==> config.mk <==
export PLATFORM = sky130hd
export DESIGN_NAME = mode_scan_reader
export DESIGN_NICKNAME = d
export VERILOG_FILES = /design/src/rtl/mode_scan_reader.sv
export SDC_FILE = /design/constraint.sdc
export NUM_CORES = 1
export LEC_CHECK = 0
export ABC_AREA = 1
export BUFFER_PORTS_ARGS = -buffer_cell sky130_fd_sc_hd__buf_2
export CORE_ASPECT_RATIO = 1.1
export CORE_UTILIZATION = 45
export DETAILED_ROUTE_END_ITERATION = 6
export HOLD_SLACK_MARGIN = 0.06
export PLACE_DENSITY = 0.64
export SLEW_MARGIN = 40
export SYNTH_ARGS = -nofsm -noshare
export SYNTH_HDL_FRONTEND = slang
export SYNTH_SLANG_ARGS = --single-unit
==> constraint.sdc <==
create_clock -name clk -period 3.5 [get_ports clk]
set_input_delay 0.35 -clock clk [delete_from_list [all_inputs] [get_ports clk]]
set_output_delay 0.35 -clock clk [all_outputs]
set_load 0.01 [all_outputs]
==> src/rtl/mode_scan_reader.sv <==
// mode_scan_reader
// Finds the most frequent word (mode) and its occurrence count in a dataset
// of len words starting at base_addr, reading memory one word at a time
// through a request/acknowledge port. For every element i the whole dataset
// is re-read to count matches. The running best is replaced only on a strictly
// greater count, so on a tie the value encountered first is kept.
module mode_scan_reader #(
  parameter int DATA_W = 32,
  parameter int ADDR_W = 10,
  parameter int LEN_W  = 8
) (
  input  logic              clk,
  input  logic              rst,
  input  logic              start,
  input  logic [ADDR_W-1:0] base_addr,
  input  logic [LEN_W-1:0]  len,
  output logic              mem_req,
  output logic [ADDR_W-1:0] mem_addr,
  input  logic              mem_ack,
  input  logic [DATA_W-1:0] mem_rdata,
  output logic              busy,
  output logic              done,
  output logic [DATA_W-1:0] mode,
  output logic [LEN_W-1:0]  freq
);

  typedef enum logic [2:0] {
    S_IDLE    = 3'd0,
    S_FETCH_I = 3'd1,
    S_FETCH_J = 3'd2,
    S_CMP     = 3'd3,
    S_DONE    = 3'd4
  } state_t;

  state_t              state_q, state_d;
  logic [ADDR_W-1:0]   base_q,  base_d;
  logic [LEN_W-1:0]    len_q,   len_d;
  logic [LEN_W-1:0]    i_q,     i_d;
  logic [LEN_W-1:0]    j_q,     j_d;
  logic [LEN_W-1:0]    cnt_q,   cnt_d;
  logic [LEN_W-1:0]    max_q,   max_d;
  logic [DATA_W-1:0]   val_i_q, val_i_d;
  logic [DATA_W-1:0]   mode_q,  mode_d;
  logic [LEN_W-1:0]    freq_q,  freq_d;

  logic [LEN_W-1:0]    last_idx;
  logic                beat;
  logic                match;

  // Address of element idx relative to the base; wraps modulo 2^ADDR_W.
  function automatic logic [ADDR_W-1:0] wrap_addr(
    input logic [ADDR_W-1:0] b,
    input logic [LEN_W-1:0]  idx
  );
    logic [ADDR_W-1:0] off;
    off = ADDR_W'(idx);
    return b + off;
  endfunction

  // Full-width unsigned equality of a fetched word against the current value.
  function automatic logic word_eq(
    input logic [DATA_W-1:0] a,
    input logic [DATA_W-1:0] b
  );
    return (a == b);
  endfunction

  // Index of the final element; only used once len_q is known non-zero.
  assign last_idx = len_q - LEN_W'(1);

  // A beat is a completed read: request outstanding and acknowledged together.
  assign beat  = mem_req & mem_ack;
  assign match = word_eq(mem_rdata, val_i_q);

  // Read port: request is high only in the fetch states, and the address is
  // derived purely from registered indices so it cannot move during a stall.
  always_comb begin
    mem_req  = 1'b0;
    mem_addr = wrap_addr(base_q, i_q);
    if (state_q == S_FETCH_I) begin
      mem_req  = 1'b1;
      mem_addr = wrap_addr(base_q, i_q);
    end else if (state_q == S_FETCH_J) begin
      mem_req  = 1'b1;
      mem_addr = wrap_addr(base_q, j_q);
    end
  end

  // Status outputs decoded directly from the state register.
  always_comb begin
    busy = 1'b0;
    done = 1'b0;
    case (state_q)
      S_FETCH_I, S_FETCH_J, S_CMP: busy = 1'b1;
      S_DONE:                      done = 1'b1;
      default: begin
        busy = 1'b0;
        done = 1'b0;
      end
    endcase
  end

  assign mode = mode_q;
  assign freq = freq_q;

  // Next-state and datapath update logic; every register holds by default.
  always_comb begin
    state_d = state_q;
    base_d  = base_q;
    len_d   = len_q;
    i_d     = i_q;
    j_d     = j_q;
    cnt_d   = cnt_q;
    max_d   = max_q;
    val_i_d = val_i_q;
    mode_d  = mode_q;
    freq_d  = freq_q;

    case (state_q)
      S_IDLE: begin
        if (start) begin
          base_d = base_addr;
          len_d  = len;
          i_d    = '0;
          max_d  = '0;
          mode_d = '0;
          freq_d = '0;
          // An empty dataset skips the scan entirely and reports zeros.
          if (len == '0) begin
            state_d = S_DONE;
          end else begin
            state_d = S_FETCH_I;
          end
        end
      end

      S_FETCH_I: begin
        if (beat) begin
          val_i_d = mem_rdata;
          j_d     = '0;
          cnt_d   = '0;
          state_d = S_FETCH_J;
        end
      end

      S_FETCH_J: begin
        if (beat) begin
          // The final beat's compare is folded into cnt before CMP sees it.
          if (match) begin
            cnt_d = cnt_q + LEN_W'(1);
          end
          if (j_q == last_idx) begin
            state_d = S_CMP;
          end else begin
            j_d = j_q + LEN_W'(1);
          end
        end
      end

      S_CMP: begin
        // Strictly greater keeps the earliest value on ties.
        if (cnt_q > max_q) begin
          max_d  = cnt_q;
          mode_d = val_i_q;
          freq_d = cnt_q;
        end
        if (i_q == last_idx) begin
          state_d = S_DONE;
        end else begin
          i_d     = i_q + LEN_W'(1);
          state_d = S_FETCH_I;
        end
      end

      S_DONE: begin
        state_d = S_IDLE;
      end

      default: begin
        state_d = S_IDLE;
      end
    endcase
  end

  // State and datapath registers; reset abandons any outstanding request.
  always_ff @(posedge clk or posedge rst) begin
    if (rst) begin
      state_q <= S_IDLE;
      base_q  <= '0;
      len_q   <= '0;
      i_q     <= '0;
      j_q     <= '0;
      cnt_q   <= '0;
      max_q   <= '0;
      val_i_q <= '0;
      mode_q  <= '0;
      freq_q  <= '0;
    end else begin
      state_q <= state_d;
      base_q  <= base_d;
      len_q   <= len_d;
      i_q     <= i_d;
      j_q     <= j_d;
      cnt_q   <= cnt_d;
      max_q   <= max_d;
      val_i_q <= val_i_d;
      mode_q  <= mode_d;
      freq_q  <= freq_d;
    end
  end

endmodule

==> results.cfg <==
[worst_setup_path]
required_ns = 3.15
max_stage_delay_ns = 0.43
slowest_stage = dfrtp_1
path_cells = ha_1 -> fa_1 -> nand3_1 -> nand2_1 -> a21boi_0 -> nor2_1 -> o21ai_0 -> nand2_1 -> nand2_1 -> nand3_1 -> nand2_1 -> buf_2
path_common_cell = nand2_1
startpoint_type = register
r2r_cells = 10
r2r_end = mode[5]$_DFFE_PP0P_
rrSetupSlack_ns = 0.90
cp_data_arrival_time_ns = 2.70
cp-end-kind = output pin
r2r-start = cnt_q[7]$_DFFE_PP0P_
critical-path-top-delay-family = adder cells
path_buf_inv = 1
path_class = register to output pin
cp_max_fo = 5

[yosys]
synth_top_area_frac = 0.4210
synthTopCellsByArea = dfrtp_1, nand2_1, nand3_1
avgSynthCellArea_um2 = 7.867
syn_inst = 884
syn-num-nets = 968
ys_seq_elements = 117
synth_flop_cell = dfrtp_1
yosysTopAreaCell = dfrtp_1
synth_most_common_cell = nand2_1
ys_types = 41
seq_area_frac_synth = 0.4210
yosys-top-cells-count = nand2_1, dfrtp_1, inv_1, nand3_1, nor2_1
ys_warn_count = 0
synthArstFlopShare = 1.000
synth_area_mm2 = 0.006954
synth_enable_flop_cells = 0

[timing]
fin_crit_sh = 0.8721
slew_violations = 0
rsz0062_at_grt = false
fin_tns_setup_ns = 0
setup_violations = 0
fin_crit_ns = 3.052
clock_skew_ns = 0.01098
relSlewSlack = 0.5102
tightest_slew_ns = 0.7339
worst_slack_ns = 0.4476
max_clock_freq_mhz = 327.6
hold_violations = 0

[final_layout]
final_core_util = 0.5505
fillers = 1453
nets = 1072
syn_to_final_growth_pct = 19.18
design_area_mm2 = 0.008288
drive_above_1_share = 0.2008
diodes = 0

[clock_network]
numCtsBuffers = 17
post_cts_buffers = 0
post_cts_resized = 0
cts_root_buf = clkbuf_16
htree_levels = 4
hold_buffers = 0
cts_sinks = 117
clk_pin_slew_worst_paths_ns = 0.06
cts.path.max_buffers = 2
clk_latency_ns = 0.42
cts_tree = yes

[die]
die_w_um = 120.5
ios = 107
dieHeight_um = 132.4
dieArea_mm2 = 0.01596
rows = 47
core_mm2 = 0.01505
start_util = 0.4619

[drt]
viasPerCell = 5.061
num_vias = 6058
dr.first_iter.drc_count = 248
drt_first_pass_iters = 4
wl_per_cell_um = 13.95
ant_nets = 0
drc = 0
wl_mm = 16.70

[placed_design]
routabilityCongestion = 0.8617
port_buffers = 106
postPlaceCellArea_mm2 = 0.007676
dpl_worst_slack_ns = 0.8826
dp_hpwl_mm = 12.51

[global_route]
grt_pass1_wl_mm = 28.15
grt_use_total = 0.2252
grt.overflow.total = 0
grt_pass1_vias = 5986
grt_antenna_before_repair = 1
grt_max_degree = 76

[power]
p_total_mw = 5.177
sw_frac_of_total = 0.3486
p_comb_frac = 0.301
pwr-share-clk = 0.348
p_switching_mw = 1.805
vdd_drop_max_mv = 0.3609
intPower_mw = 3.372
cellLeakagePower_nw = 4.266
seqPwrFrac = 0.350
power.density_mw_per_mm2 = 624.6

[job]
drv_cap = 0

[status]
status = completed

[hold_path]
hold_path_class = input port to asynchronous set/reset pin
==> routing by layer <==
metal | GRT usage | part of all wire
met3 | 0.05796 | 0.056
met5 | 0 | 0.00060
met1 | 0.2727 | 0.43
met2 | 0.3847 | 0.49
met4 | 0.08025 | 0.019
==> metrics by stage <==
step | hold slack, ns | cells
finish | 0.04424 | 1197
global route | 0.1115 | 1197
CTS | 0.07705 | 1197
detailed placement | 0.4858 | 1165
global placement | 0.4787 | 1165
floorplan | 0.4742 | 884
==> flip-flops by register name, summed over array words and instances (netlist names) <==
register  flops
base_q       10
i_q           8
freq          8
state_q       3
cnt_q         8
j_q           8
mode         32
val_i_q      32
len_q         8
==> kinds of logic after synthesis <==
logic type | share of synthesized area
buffers and inverters | 0.07341
DFF | 0.4210
xor gates and xnor gates | 0.05038
adders and majority gates | 0.05614
muxes | 0.02753
and+or+nand+nor | 0.2747
AOI/OAI and AO/OA | 0.09680
==> power groups by stage <==
stage	Combinational (mW)	Sequential [mW]	Clock (mW)
detailed placement	1.57	1.83	0
global route	1.77	1.85	1.89
CTS	1.58	1.82	1.84
finish	1.56	1.81	1.80
global placement	1.55	1.83	0
floorplan	0.944	1.88	0
==> worst max-delay path by stage <==
stage / from / depth (start not counted) / endpoint
floorplan: rst / 1 / base_q[0]$_DFFE_PP0P_
global placement: j_q[0]$_DFFE_PP0P_ / 12 / mem_addr[8]
detailed placement: j_q[0]$_DFFE_PP0P_ / 12 / mem_addr[8]
CTS: j_q[0]$_DFFE_PP0P_ / 12 / mem_addr[8]
global route: j_q[0]$_DFFE_PP0P_ / 12 / mem_addr[8]
finish: j_q[0]$_DFFE_PP0P_ / 12 / mem_addr[8]
==> layout by cell type, fill, tap and decap left out, types with 17 or more instances in the layout <==
cell       instances
mux2_2            17
nand4_1           18
ha_1              28
clkbuf_16         17
nor2_1            66
buf_2            106
xor2_1            28
nand2_1          202
o21ai_0           65
a21oi_1           31
inv_1            100
dfrtp_1          117
nand3_1           92
==> final cells by class <==
| cell class | instances | area (µm²) | area share |
|---|---|---|---|
| flip-flops and latches | 117 | 2928 | 0.3533 |
| repair buffers | 112 | 588.1 | 0.07095 |
| clock inverters | 14 | 172.7 | 0.02083 |
| inverters | 103 | 391.6 | 0.04725 |
| clock buffers | 18 | 439.2 | 0.05299 |
| multi-input cells | 637 | 3523 | 0.4251 |
| well taps | 196 | 245.2 | 0.02959 |
No activity file was read; power rests on OpenSTA's default activity.
